### src/rtl/decode_pkg.sv
// Shared types and constants for the decode instruction queue.
package decode_pkg;

    localparam int unsigned ILEN_DEF = 16;
    localparam int unsigned XLEN_DEF = 32;

    localparam logic [ILEN_DEF-1:0] NOP_INSTR = 16'hFFFF;

    typedef struct packed {
        logic [ILEN_DEF-1:0] instr;
        logic [XLEN_DEF-1:0] pc;
    } instr_entry_t;

    // Which source drives the control-unit outputs this cycle.
    typedef enum logic [1:0] {
        SRC_NONE,
        SRC_SELF,
        SRC_HEAD,
        SRC_BYPASS
    } src_sel_e;

endpackage

### src/rtl/instr_fifo.sv
// Circular instruction FIFO with flush; a push into a full FIFO only lands
// when a pop frees the slot in the same cycle, otherwise it is reported as dropped.
module instr_fifo
    import decode_pkg::*;
#(
    parameter int unsigned DEPTH   = 4,
    parameter type         entry_t = instr_entry_t,
    localparam int unsigned AW     = $clog2(DEPTH),
    localparam int unsigned CW     = AW + 1
) (
    input  logic          clk_i,
    input  logic          rst_i,
    input  logic          flush,
    input  logic          push,
    input  logic          pop,
    input  entry_t        wdata,
    output entry_t        rdata,
    output logic [CW-1:0] count,
    output logic          full,
    output logic          drop
);

    entry_t        mem [DEPTH];
    logic [AW-1:0] rd_ptr;
    logic [AW-1:0] wr_ptr;
    logic          empty;
    logic          do_pop;
    logic          do_push;

    assign empty   = (count == '0);
    assign full    = (count == CW'(DEPTH));
    assign do_pop  = pop & ~empty;
    assign do_push = push & (~full | do_pop);
    assign drop    = push & full & ~do_pop & ~flush;
    assign rdata   = mem[rd_ptr];

    always_ff @(posedge clk_i) begin
        if (rst_i || flush) begin
            rd_ptr <= '0;
            wr_ptr <= '0;
            count  <= '0;
        end else begin
            if (do_push) wr_ptr <= wr_ptr + 1'b1;
            if (do_pop)  rd_ptr <= rd_ptr + 1'b1;
            case ({do_push, do_pop})
                2'b10:   count <= count + 1'b1;
                2'b01:   count <= count - 1'b1;
                default: count <= count;
            endcase
        end
    end

    // Storage is never reset; pointers and count alone define validity.
    always_ff @(posedge clk_i) begin
        if (do_push) mem[wr_ptr] <= wdata;
    end

endmodule

### src/rtl/decode_instr_queue.sv
// Decode-stage instruction queue: FIFO of fetched instructions, a
// micro-op self slot, and a same-cycle bypass to the control unit.
module decode_instr_queue
    import decode_pkg::*;
#(
    parameter int unsigned ILEN  = ILEN_DEF,
    parameter int unsigned XLEN  = XLEN_DEF,
    parameter int unsigned DEPTH = 4
) (
    input  logic                     clk_i,
    input  logic                     rst_i,
    input  logic                     stall_i,
    input  logic                     flush_i,
    input  logic [ILEN-1:0]          instr_i,
    input  logic                     instr_en_i,
    input  logic [XLEN-1:0]          pc_i,
    input  logic [ILEN-1:0]          self_instr_i,
    input  logic                     self_instr_en_i,
    output logic [ILEN-1:0]          cu_instr_o,
    output logic [XLEN-1:0]          cu_pc_o,
    output logic                     cu_valid_o,
    output logic                     full_o,
    output logic                     almost_full_o,
    output logic [$clog2(DEPTH):0]   count_o,
    output logic                     overflow_o
);

    localparam int unsigned CW = $clog2(DEPTH) + 1;

    typedef struct packed {
        logic [ILEN-1:0] instr;
        logic [XLEN-1:0] pc;
    } entry_t;

    src_sel_e      sel;
    entry_t        head;
    entry_t        self_q;
    logic          self_valid_q;
    logic [CW-1:0] fifo_count;
    logic          fifo_full;
    logic          fifo_drop;
    logic          consume;
    logic          push;
    logic          pop;
    logic          overflow_q;

    instr_fifo #(
        .DEPTH   (DEPTH),
        .entry_t (entry_t)
    ) u_fifo (
        .clk_i (clk_i),
        .rst_i (rst_i),
        .flush (flush_i),
        .push  (push),
        .pop   (pop),
        .wdata ('{instr: instr_i, pc: pc_i}),
        .rdata (head),
        .count (fifo_count),
        .full  (fifo_full),
        .drop  (fifo_drop)
    );

    always_comb begin
        sel = SRC_NONE;
        if (self_valid_q)
            sel = SRC_SELF;
        else if (fifo_count != '0)
            sel = SRC_HEAD;
        else if (instr_en_i)
            sel = SRC_BYPASS;
    end

    always_comb begin
        cu_instr_o = ILEN'(NOP_INSTR);
        cu_pc_o    = '0;
        cu_valid_o = 1'b0;
        case (sel)
            SRC_SELF: begin
                cu_instr_o = self_q.instr;
                cu_pc_o    = self_q.pc;
                cu_valid_o = 1'b1;
            end
            SRC_HEAD: begin
                cu_instr_o = head.instr;
                cu_pc_o    = head.pc;
                cu_valid_o = 1'b1;
            end
            SRC_BYPASS: begin
                cu_instr_o = instr_i;
                cu_pc_o    = pc_i;
                cu_valid_o = 1'b1;
            end
            default: ;
        endcase
    end

    assign consume = cu_valid_o & ~stall_i & ~flush_i;
    assign pop     = consume & (sel == SRC_HEAD);
    // A bypassed fetch consumed this cycle never enters storage.
    assign push    = instr_en_i & ~flush_i & ~((sel == SRC_BYPASS) & consume);

    // A new micro-op wins over clearing, so chains reload back to back.
    always_ff @(posedge clk_i) begin
        if (rst_i || flush_i) begin
            self_valid_q <= 1'b0;
        end else if (consume) begin
            if (self_instr_en_i) begin
                self_valid_q <= 1'b1;
                self_q       <= '{instr: self_instr_i, pc: cu_pc_o};
            end else if (sel == SRC_SELF) begin
                self_valid_q <= 1'b0;
            end
        end
    end

    always_ff @(posedge clk_i) begin
        if (rst_i)
            overflow_q <= 1'b0;
        else
            overflow_q <= fifo_drop;
    end

    assign count_o       = fifo_count;
    assign full_o        = fifo_full;
    assign almost_full_o = (fifo_count >= CW'(DEPTH - 1));
    assign overflow_o    = overflow_q;

endmodule

### config.mk
export PLATFORM = sky130hd
export DESIGN_NAME = decode_instr_queue
export DESIGN_NICKNAME = d
export VERILOG_FILES = /design/src/rtl/decode_pkg.sv /design/src/rtl/instr_fifo.sv /design/src/rtl/decode_instr_queue.sv
export SDC_FILE = /design/constraint.sdc
export NUM_CORES = 1
export LEC_CHECK = 0
export BUFFER_PORTS_ARGS = -buffer_cell sky130_fd_sc_hd__buf_4
export CORE_ASPECT_RATIO = 1.1
export CORE_MARGIN = 1
export CORE_UTILIZATION = 45
export DETAILED_ROUTE_END_ITERATION = 16
export GPL_TIMING_DRIVEN = 0
export HOLD_SLACK_MARGIN = 0.03
export SYNTH_ARGS = -nofsm -noshare
export SYNTH_HDL_FRONTEND = slang
export SYNTH_HIERARCHICAL = 1
export SYNTH_SLANG_ARGS = --single-unit
### constraint.sdc
create_clock -name clk_i -period 9.4 [get_ports clk_i]
set_input_delay 1.88 -clock clk_i [delete_from_list [all_inputs] [get_ports clk_i]]
set_output_delay 1.88 -clock clk_i [all_outputs]
set_load 0.02 [all_outputs]
# After elaboration in Yosys (flattened, before gate mapping)
# Memory sizes are Yosys's and may differ from the RTL's. A register that Yosys moved wholly into a read port is not among the register bits.
# Cells that the tools add are included.
# op_classes
n_addsub	4
order_cmp	1
eq_ne	6
n_mux	13
bitwise	19
n_reduce_logical	8
# op_table
operator	n
32-bit case mux with 3 select lines	1
16-bit case mux with 3 select lines	1
1-bit bitwise AND	11
2-bit two-way mux	5
1-bit inverter	7
2-bit equality test, second input constant	3
3-bit case mux with 2 select lines	1
1-bit two-way mux	5
2-bit by 1-bit adder with 2-bit output, second input constant	2
2-bit by 1-bit equality test with 1-bit output, second input constant	2
2-bit nonzero test	2
3-bit by 1-bit adder with 3-bit output, second input constant	1
3-bit equality test, second input constant	1
3-bit by 2-bit >= comparator with 1-bit output, second input constant	1
3-bit logical NOT	1
3-bit AND reduction	1
3-bit nonzero test	1
3-bit OR reduction	1
3-bit by 1-bit subtractor with 3-bit output, second input constant	1
2-bit AND reduction	1
1-bit logical OR	1
1-bit OR	1
# totals
register_bits	57
ram_bits	192
inputBits	70
output_inout_bits	55
wordCells	59
n_memories	1
# mem_list
name	words	width	rd	rd_ports_with_merged_regs	write_ports	line_no	rtl
u_fifo.mem	4	48	1	1	1	instr_fifo.sv:23	entry_t mem [DEPTH];

# Logic depth before layout (Yosys ltp)
# Gate-level depths: netlist of run 1.
# logic_depth
word_depth	14
depth_mapped	14
ltp_nobuf	9

# By module
# Netlist of run 1, hierarchy kept.
# by_module_without_submodules
module	instances	cells_per_inst	area_per_inst_um2	seq_area_each_um2
instr_fifo	1	318	7514.7	5945.7
decode_instr_queue	1	293	2910.3	1481.4

# Least setup slack after synthesis of run 1
# Ideal clock, no wire load.
# synth_timing
path_kind	input to register
startpoint	input instr_en_i
endpoint	register self_q[0] in the netlist's numbering (enable)
setup_ns	0.513
t_arrival_ns	5.527
t_required_ns	8.887
setup_slack_ns	3.360
stages	3
path_buffers	1
path_cell_list	clkbuf_1 > nor3_1 > nor3_1
# synth_between
elab_chain_len	9
elab_cells_between_ends	11
classes_between	eq/ne: 3; mux: 4; bitwise: 2; reduce/logical: 2
# synth_rtl
item	line_no	rtl
from (decl)	decode_instr_queue.sv:15	input logic instr_en_i,
2-bit two-way mux *	decode_instr_queue.sv:69	else if (instr_en_i)
2-bit two-way mux *	decode_instr_queue.sv:67	else if (fifo_count != '0)
2-bit two-way mux *	decode_instr_queue.sv:65	if (self_valid_q)
2-bit equality test / 2-bit by 1-bit equality test with 1-bit output (equally long branches)	decode_instr_queue.sv:77	case (sel)
3-bit OR reduction (no source line) *	-	
1-bit two-way mux *	decode_instr_queue.sv:77	
1-bit bitwise AND * (2 in a row)	decode_instr_queue.sv:97	assign consume = cu_valid_o & ~stall_i & ~flush_i;
3-bit AND reduction (no source line) *	-	
to (signal assigned)	decode_instr_queue.sv:109	self_q <= '{instr: self_instr_i, pc: cu_pc_o};
to (decl)	decode_instr_queue.sv:37	entry_t self_q;
# Mark *: on every way between the ends. The rest lies on a longest branch, timed or not.
# A chain may end at the register's enable or synchronous reset.

# Worst setup path after layout of run 1
# layout_timing
startpoint	input instr_en_i
endpoint	output cu_pc_o[22]
# layout_between
elab_chain_len	5
elab_cells_between_ends	7
classes_between	eq/ne: 3; mux: 4
# layout_rtl
item	line_no	rtl
2-bit two-way mux *	decode_instr_queue.sv:69	
2-bit two-way mux *	decode_instr_queue.sv:67	
2-bit two-way mux *	decode_instr_queue.sv:65	
2-bit equality test / 2-bit by 1-bit equality test with 1-bit output (equally long branches)	decode_instr_queue.sv:77	
32-bit case mux with 3 select lines *	decode_instr_queue.sv:77	
to (decl)	decode_instr_queue.sv:20	output logic [XLEN-1:0] cu_pc_o,
# Marked as above.

==> results of run 1 <==
[synthesized netlist by cell type]
library cell / number
edfxtp_1: 240
mux4_2: 48
nor3_1: 42
o21ai_0: 34
nand2_1: 33
a31oi_1: 32
o31a_1: 32
clkbuf_1: 26
nor2b_1: 17
buf_2: 15
dfxtp_1: 11
nor3_2: 9
buf_6: 6
inv_1: 6
buf_4: 5
nand3_1: 5
nor2_1: 5
and3_1: 4
ha_1: 4
xor2_1: 4
a21oi_1: 3
nand2b_1: 2
nor4_1: 2
nor4b_1: 2
o211ai_1: 2
o21ba_2: 2
or2_2: 2
or4b_1: 2
a21o_1: 1
a21oi_2: 1
a221oi_1: 1
and2_1: 1
buf_1: 1
fa_1: 1
mux2i_1: 1
nand3b_1: 1
nor3_4: 1
nor3b_1: 1
o311a_1: 1
o311ai_0: 1
o31ai_1: 1
or3_4: 1
or3b_2: 1
or4b_4: 1
[routing by layer]
metal	vias up	track usage (%)	share of wire, %
met5	-	0	0
met1	3041	28.1	43
met4	0	5.11	1.5
li1	2773	-	-
met2	228	33.5	49
met3	33	3.84	6.3
[report_power, final]
| group | leakage [uW] | switching (uW) | internal (uW) |
|---|---|---|---|
| Sequential | 0.00226 | 2.48 | 1240 |
| Clock | 0.000375 | 392 | 544 |
| Combinational | 0.00149 | 71.1 | 53.6 |
| Total | 0.00413 | 466 | 1830 |
[final timing paths]
path                          from              end  slack, ps  cells past startpoint
hold / removal    u_fifo/rd_ptr[1]        flip-flop        520                      2
hold reg to reg   u_fifo/rd_ptr[1]        flip-flop        520                      2
setup / recovery        instr_en_i      cu_pc_o[22]       3920                      5
setup reg to reg   u_fifo/count[2]  u_fifo/count[2]       5770                     12
[metrics by stage]
stage	util, %	worst slack [ps]
2_1_floorplan	-	3360
3_5_place_dp	51.8	3900
3_3_place_gp	51.4	908
5_1_grt	55.1	3790
4_1_cts	55.1	3890
6_report	55.1	3920
[sequential cells by signal, summed over array words and instances, names as in the netlist, named ones only]
| signal | count |
|---|---|
| overflow_o | 1 |
| self_q | 48 |
| self_valid_q | 1 |
| u_fifo/count | 3 |
| u_fifo/mem | 192 |
| u_fifo/rd_ptr | 2 |
| u_fifo/wr_ptr | 2 |
[cell usage in the layout (no fill, tap or decap), types with 3 or more instances in the layout]
cell and instances:
buf_4 128, dfxtp_1 11, nor3_2 10, clkbuf_16 27, clkbuf_8 3, nand3_1 5, clkinv_1 5, buf_6 10
ha_1 4, mux4_2 48, o31a_1 32, nor3_1 41, buf_2 15, clkbuf_1 34, edfxtp_1 240, a21oi_1 3
nor2b_1 17, nand2_1 33, inv_1 6, o21ai_0 34, nor2_1 5, xor2_1 4, and3_4 4, a31oi_1 32
[cell type report]
type                       instances  area share [%]
clock buffer                      38            5.95
sequential                       251            59.1
clock inverter                     6           0.189
tap                              300            2.99
timing repair buffer             127            7.71
multi-input combinational        301            21.6
inverter                           6           0.179
buffer                            53            2.24
[worst max-delay path: stages]
cell,delay [ps]
clkbuf_1,420
clkbuf_1,580
a31oi_1,230
o21ai_0,290
buf_4,200
[logic make-up after synthesis]
family | after synthesis | synth area share, %
multiplexers | 49 | 10.5
AND/OR/NAND/NOR | 132 | 7.15
adder cells (fa/ha/maj) | 5 | 0.672
XOR/XNOR | 4 | 0.336
buffers and inverters | 59 | 2.92
AO/OA/AOI/OAI | 111 | 7.21
flip-flops | 251 | 71.2
==> impl_results.md, run 1 <==
- Vias: just over 6000
- Final period util: between 50% and 60%
- Setup TNS: 0 ps
- Max FO, Critical Path: 10
- Placed insts: ~1000
- Avg Inst Size Synth: 17.1 um2
- Layout cells sized above 1: roughly a third
- MaxCap Viol Count: 0
- Initial Utilization: 45.8%
- Final setup fails: 0
- Initial antenna violation count: 0
- Worst-Skew Late Latency: between 500 and 600 ps
- Die ar.: 23800 um2
- Count of input and output buffers: 123
- YS warnings: 6
- Seq/Total Area, Yosys: approximately 71%
- Post-Syn Instances: 611
- GP Congestion: about 0.71
- Largest net degree at the start of global routing: 49
- Peak VDD IR: around 0.00014 V
- Wire per inst: about 22 um
- Yosys reg bits: between 200 and 300
- Leak: about 0.0041 uW
- RSZ-0062 raised after global routing: no
- Final net count: between 800 and 900
- TritonCTS Buffers: 26
- Netlist cell types: 44
- I/O Pins: about 130
- Crit. End Element: primary output
- Vias per inst: about 5.6
- Top cells by area, synth: edfxtp_1, mux4_2, o31a_1, dfxtp_1, nor3_1
- Post-route insts no fill: between 1000 and 1500
- Hold Buf Count CTS: 0
- CP required: roughly 7500 ps
- FILL cells: between 1500 and 2000
- Total gr overflow: 0
- Post-CTS Setup Inserts: 0
- Area grow syn2layout: 20.5%
- CTS H-Tree Depth: 1
- Diodes inserted: 0
- Post-Route WL: ~24000 um
- Gr usage total: approximately a fifth
- Max Clock Skew: roughly 8.0 ps
- Synth Net Count: 686
- Final Total Pwr: roughly 2300 uW
- Post-cts sizing count: 0
- Vias in the first global route: 6445
- Global-route wire length before repair: approximately 37000 um
- DRC viols: 0
- Min-delay worst type: reg -> reg
- Clk buf depth: 3
- Worst-Margin Slew: about 870 ps
- Die H: roughly 160 um
- First-pass DRT Iterations: 7
- Core area: about 23000 um2
- Hpwl dp: between 15000 and 20000 um
- Clock-pin transition on the worst setup and hold timing paths: 60 ps
- Slew Limit Fails: 0
- Outcome: complete, no violations
- Iter 0 DRT Violations: 346
- Critical setup path kind: in -> out
- Arr. time, crit path: ~3600 ps
- CTS sink count: ~250
- Fin. Hold Viols: 0
- Multi-input gate area: roughly 2700 um2
- Post-route ant nets: 0
- PwrDens: roughly 180 nW/um2
- Yosys top cell area share: a little under 70%
- CTS tree: yes
- Cell Rows: 58
- Cell Area, Synth: 10400 um2
- Max_slew headroom: between 40% and 50%
- WHS: 523 ps
- Die width: approximately 150 um
- Fmax: between 150 and 200 MHz
- Finished Cell Area: ~13000 um2
- Final min period: about 5500 ps
- Clock root buffer: clkbuf_16
- Yosys top cell by area: edfxtp_1
- Startpoint Class: input port
- Reg area: between 7000 and 8000 um2
- Post-place instance area: about 12000 um2
Note: power is estimated with default switching activity, not from simulation.
==> inputs of run 2 (changes only) <==
==> constraint.sdc (replaced) <==
create_clock -name clk_i -period 5.1 [get_ports clk_i]
set_input_delay 1.02 -clock clk_i [delete_from_list [all_inputs] [get_ports clk_i]]
set_output_delay 1.02 -clock clk_i [all_outputs]
set_load 0.02 [all_outputs]
==> impl_results.md, run 2 (synthesis results as in run 1) <==
- Outcome: complete, no violations
- Commonest non-fill, non-tap cell in the layout: edfxtp_1
- CTS H-Tree Depth: 1
- Slew Limit Fails: 0
- Gr usage total: between 20 and 25%
- PwrDens: around 340 nW/um2
- Critical setup path kind: in -> out
- Worst-Skew Late Latency: approximately 520 ps
- Initial antenna violation count: 0
- Hpwl dp: around 15000 um
- Max FO, Critical Path: 10
- Fin. Hold Viols: 0
- Clock-pin transition on the worst setup and hold timing paths: roughly 60 ps
- Post-CTS Setup Inserts: 0
- Final net count: roughly 840
- I/O Pins: between 100 and 150
- Vias per inst: 5.62
- Max_slew headroom: between 30 and 40%
- Core area: around 23000 um2
- Crit. End Element: primary output
- Hold Buf Count CTS: 0
- Startpoint Class: input port
- RSZ-0062 raised after global routing: no
- Final period util: about three quarters
- Global-route wire length before repair: ~37000 um
- Post-cts sizing count: 0
- Crit-path most repeated cell: clkbuf_1
- First-pass DRT Iterations: 5
- Final Total Pwr: between 4000 and 5000 uW
- MaxCap Viol Count: 0
- Clk buf depth: 3
- Critical path, cell by cell: clkbuf_1 > clkbuf_1 > a31oi_1 > o21ai_0 > buf_4
- Vias in the first global route: about 6500
- Crit-path max cell delay: ~600 ps
- TritonCTS Buffers: 26
- CTS tree: yes
- Clock root buffer: clkbuf_16
- Leak: 0.00418 uW
- CP required: a little over 4000 ps
- Initial Utilization: roughly 46%
- Total gr overflow: 0
- Layout cells sized above 1: 32.9%
- Largest net degree at the start of global routing: around 50
- Cell Rows: 58
- Die H: around 160 um
- Area grow syn2layout: 21.7%
- Vias: about 6100
- Min-delay worst type: reg -> reg
- Register with the most flip-flops: u_fifo/mem
- Final min period: ~3800 ps
- Worst-Margin Slew: about 900 ps
- Count of input and output buffers: around 120
- Top Registers: u_fifo/mem: 192 flops, self_q: 48 flops, u_fifo/count: 3 flops
- Die width: approximately 150 um
- Diodes inserted: 0
- Post-Route WL: roughly 23000 um
- CTS sink count: between 200 and 300
- Max Clock Skew: 10.4 ps
- Setup TNS: 0 ps
- Peak VDD IR: ~0.00026 V
- Fmax: between 200 and 300 MHz
- Post-route ant nets: 0
- Die ar.: approximately 24000 um2
- Arr. time, crit path: ~2800 ps
- Iter 0 DRT Violations: 335
- Final setup fails: 0
- DRC viols: 0
- Most frequent cells in the layout: edfxtp_1, buf_4, mux4_2
- CP max stage cell: clkbuf_1
- GP Congestion: between 0.7 and 0.8
- Wire per inst: about 22 um
- Max reg flops: around 190
-- run 2: path summary, 6_finish.rpt --
path | slack, ps | startpoint | to | cells past startpoint
min reg2reg | 530 | u_fifo/wr_ptr[0] | u_fifo/wr_ptr[0] | 2
min | 530 | u_fifo/wr_ptr[0] | u_fifo/wr_ptr[0] | 2
max reg2reg | 1610 | u_fifo/count[2] | u_fifo/count[2] | 12
max | 1300 | instr_en_i | cu_pc_o[29] | 5
-- run 2: critical path: cells and delay by family --
kind | cells | cell delay [ps]
buf+inv | 3 | 1240
compound gates | 2 | 510
-- run 2: power breakdown --
group / switching [uW] / total, uW / internal [uW]
registers: 4.40 / 2280 / 2280
logic: 132 / 231 / 99.3
clock network: 738 / 1770 / 1030
-- run 2: final cells by class --
type / instances / area (um2)
fill: 1854 / 10100
sequential: 251 / 7430
multi-input combinational: 301 / 2710
timing repair buffer: 129 / 1070
clock buffer: 37 / 723
tap: 300 / 375
buffer: 53 / 282
clock inverter: 11 / 72.6
inverter: 6 / 22.5
-- run 2: metal layers --
metal | track usage, % | share of wire [%]
met1 | 27.3 | 42
met2 | 35.0 | 50
met3 | 3.28 | 6.4
met4 | 4.26 | 1.1
met5 | 0 | 0
-- run 2: through the flow --
step / cells / utilization (%) / hold WS [ps] / instance area, um2 / setup slack, ps
finish: 1088 / 55.7 / 531 / 12700 / 1300
detailed placement: 1040 / 52.2 / 521 / 11900 / 940
global placement: 1034 / 51.5 / 497 / 11700 / -321
CTS: 1088 / 55.7 / 531 / 12700 / 1260
global route: 1088 / 55.7 / 556 / 12700 / 1150
floorplan: 611 / - / 484 / 10400 / 1400
==> inputs of run 3 (changes only) <==
--- a/config.mk
+++ b/config.mk
@@ -5,6 +5,7 @@
 export SDC_FILE = /design/constraint.sdc
 export NUM_CORES = 1
 export LEC_CHECK = 0
+export ABC_AREA = 1
 export BUFFER_PORTS_ARGS = -buffer_cell sky130_fd_sc_hd__buf_4
 export CORE_ASPECT_RATIO = 1.1
 export CORE_MARGIN = 1
==> constraint.sdc (replaced) <==
create_clock -name clk_i -period 3.66 [get_ports clk_i]
set_input_delay 0.732 -clock clk_i [delete_from_list [all_inputs] [get_ports clk_i]]
set_output_delay 0.732 -clock clk_i [all_outputs]
set_load 0.02 [all_outputs]
==> impl_results.md, run 3 <==
- Outcome: complete, no violations
- Ys async rst share: 0%
- Startpoint Class: flip-flop
- Most frequent cells in the layout: edfxtp_1, nand3_1, buf_4
- I/O Pins: ~130
- Gate power share: 8.0%
- Vias: 7250
- Clk network pwr share: between 40% and 50%
- Crit-path most repeated cell: nand3_1
- Die width: around 150 um
- CP max stage cell: clkbuf_1
- Worst Min Path Start: rst_i
- Count of input and output buffers: around 120
- Most frequent cell after synthesis: edfxtp_1
- Setup TNS: 0 ps
- CP required: 2930 ps
- Reg2reg end: u_fifo/mem[0][12]
- PwrDens: 489 nW/um2
- Cell Rows: between 50 and 60
- Final min period: between 3000 and 4000 ps
- Post-cts sizing count: 0
- First-pass DRT Iterations: 5
- Global-route wire length before repair: 40500 um
- Fin. Hold Viols: 0
- GP Congestion: 0.791
- Post-Syn Instances: ~860
- Post-Route WL: approximately 26000 um
- Register with the most flip-flops: u_fifo/mem
- Hpwl dp: about 17000 um
- Arr. time, crit path: roughly 2300 ps
- Iter 0 DRT Violations: ~610
- Clock root buffer: clkbuf_16
- Clk buf depth: 3
- Sw power: approximately 1400 uW
- Post-CTS Setup Inserts: 0
- Slew Limit Fails: 0
- Fmax: 326 MHz
- Reg2Reg Launch Point: u_fifo/count[1]
- Finished Cell Area: around 13000 um2
- DRC viols: 0
- Initial antenna violation count: 0
- YS warnings: 6
- Critical setup path kind: reg -> out
- Buf/Inv on CP: 3
- Worst-Skew Late Latency: between 500 and 600 ps
- Top Registers: u_fifo/mem: 192 flops, self_q: 48 flops, u_fifo/count: 3 flops
- CTS tree: yes
- Worst Hold End: overflow_o
- Die ar.: approximately 24000 um2
- Vias in the first global route: 6998
- Most frequent cells after synthesis: edfxtp_1, nand3_1, nor2_1
- Max_slew headroom: 35.2%
- Critical path, cell by cell: inv_2 > nand2_4 > clkbuf_1 > nand3_1 > nand3_1 > buf_4
- Commonest non-fill, non-tap cell in the layout: edfxtp_1
- Top cells by area, synth: edfxtp_1, nand3_1, o21ai_0, nor2_1, o22ai_1
- CTS H-Tree Depth: 1
- Worst hold path stage count: 2
- Avg Inst Size Synth: roughly 12 um2
- Final setup fails: 0
- Ys flop type: edfxtp_1
- Yosys reg bits: around 250
- Seq pwr share: approximately 51%
- Post-route ant nets: 0
- Diodes inserted: 0
- Final period util: between 80% and 90%
- Max FO, Critical Path: 10
- Peak VDD IR: 0.000305 V
- Crit. End Element: primary output
- Post-place instance area: ~12000 um2
- Core area: 22900 um2
- Crit-path leading delay family: buffers and inverters
- Switch share: between 20% and 30%
- Min-delay worst type: in -> reg
- Max reg flops: 192
- Seq/Total Area, Yosys: between 70% and 80%
- MaxCap Viol Count: 0
- Clock-pin transition on the worst setup and hold timing paths: 60 ps
- Largest net degree at the start of global routing: 29
- Max Clock Skew: 21.8 ps
- Vias per inst: about 5.4
- CTS sink count: between 200 and 300
- Total gr overflow: 0
- Layout cells sized above 1: around a quarter
- Placed insts: 1289
- Worst-Margin Slew: between 900 and 1000 ps
- Die H: about 160 um
- Final net count: 1093
- Crit-path max cell delay: 550 ps
- Initial Utilization: approximately 46%
- Wire per inst: 19.8 um
- Hold Buf Count CTS: 0
- Yosys top cell area share: around two thirds
- Cell Area, Synth: 10500 um2
- Gr usage total: between 20 and 25%
- Pint: ~4900 uW
- R2R setup slack: ~610 ps
- Fin util: a little under three fifths
- Leak: ~0.0047 uW
- Post-route insts no fill: between 1000 and 1500
- FILL cells: just under 2000
- Area grow syn2layout: 21.7%
- R2R depth: 10
- RSZ-0062 raised after global routing: no
- Synth Net Count: ~930
- TritonCTS Buffers: 27
- Netlist cell types: 31
- Yosys top cell by area: edfxtp_1
- EDFF count, synth: 240
==> run 3: final cells by class <==
class | count | area (um2) | area share [%]
plain buffers | 58 | 359 | 2.81
well taps | 300 | 375 | 2.93
inverters | 40 | 153 | 1.19
repair buffers | 130 | 1050 | 8.22
clock inverters | 17 | 129 | 1.01
clock buffers | 33 | 698 | 5.46
multi-input cells | 510 | 2600 | 20.3
flip-flops and latches | 251 | 7430 | 58.1
==> run 3: metrics by stage <==
stage	power (uW)	setup WS, ps	hold slack [ps]
CTS	6310	612	351
global route	6450	455	352
global placement	3760	-2190	458
finish	6260	591	367
floorplan	3520	-266	442
detailed placement	3770	615	469
==> run 3: worst max path at each step <==
stage	startpoint	endpoint	slack, ps	cells after the start
after floorplan	u_fifo/count[1]	u_fifo/mem[0][0]	-270	9
after global placement	u_fifo/count[1]	u_fifo/mem[3][11]	-2190	9
after detailed placement	u_fifo/count[1]	u_fifo/mem[0][11]	620	10
after CTS	u_fifo/count[1]	u_fifo/mem[0][12]	610	10
after global routing	u_fifo/count[1]	u_fifo/mem[0][12]	460	10
final	u_fifo/count[1]	cu_pc_o[4]	590	6
==> run 3: worst reg2reg max path: stages (launching register included) <==
cell	delay (ps)
dfxtp_1	480
inv_2	110
nand2_4	130
buf_2	270
nand2_1	100
nor3_1	250
inv_2	110
nand2_4	90
nand2_4	110
nor2_4	760
buf_12	290
==> run 3: kinds of logic (layout without fill, tap and decap cells) <==
logic type	count (synthesis)	count (layout)	synth area share, %
flip-flops	251	251	70.7
AND/OR/NAND/NOR	348	348	15.6
adder cells (fa/ha/maj)	5	5	0.667
AO/OA/AOI/OAI	157	157	8.18
buffers and inverters	98	278	4.87
==> run 3: per-layer routing <==
| layer | vias to the layer above | track usage [%] | share of wire, % |
|---|---|---|---|
| met5 | - | 0 | 0 |
| met4 | 0 | 5.15 | 1.8 |
| met3 | 38 | 3.20 | 6.8 |
| met2 | 273 | 37.4 | 49 |
| met1 | 3489 | 31.2 | 43 |
| li1 | 3450 | - | - |
==> run 3: power by group through the flow <==
| stage | clock [uW] | combinational (uW) | sequential (uW) |
|---|---|---|---|
| after floorplan | 0 | 249 | 3270 |
| after global placement | 0 | 489 | 3270 |
| after detailed placement | 0 | 504 | 3260 |
| after CTS | 2600 | 505 | 3200 |
| after global routing | 2710 | 540 | 3210 |
| final | 2550 | 501 | 3200 |
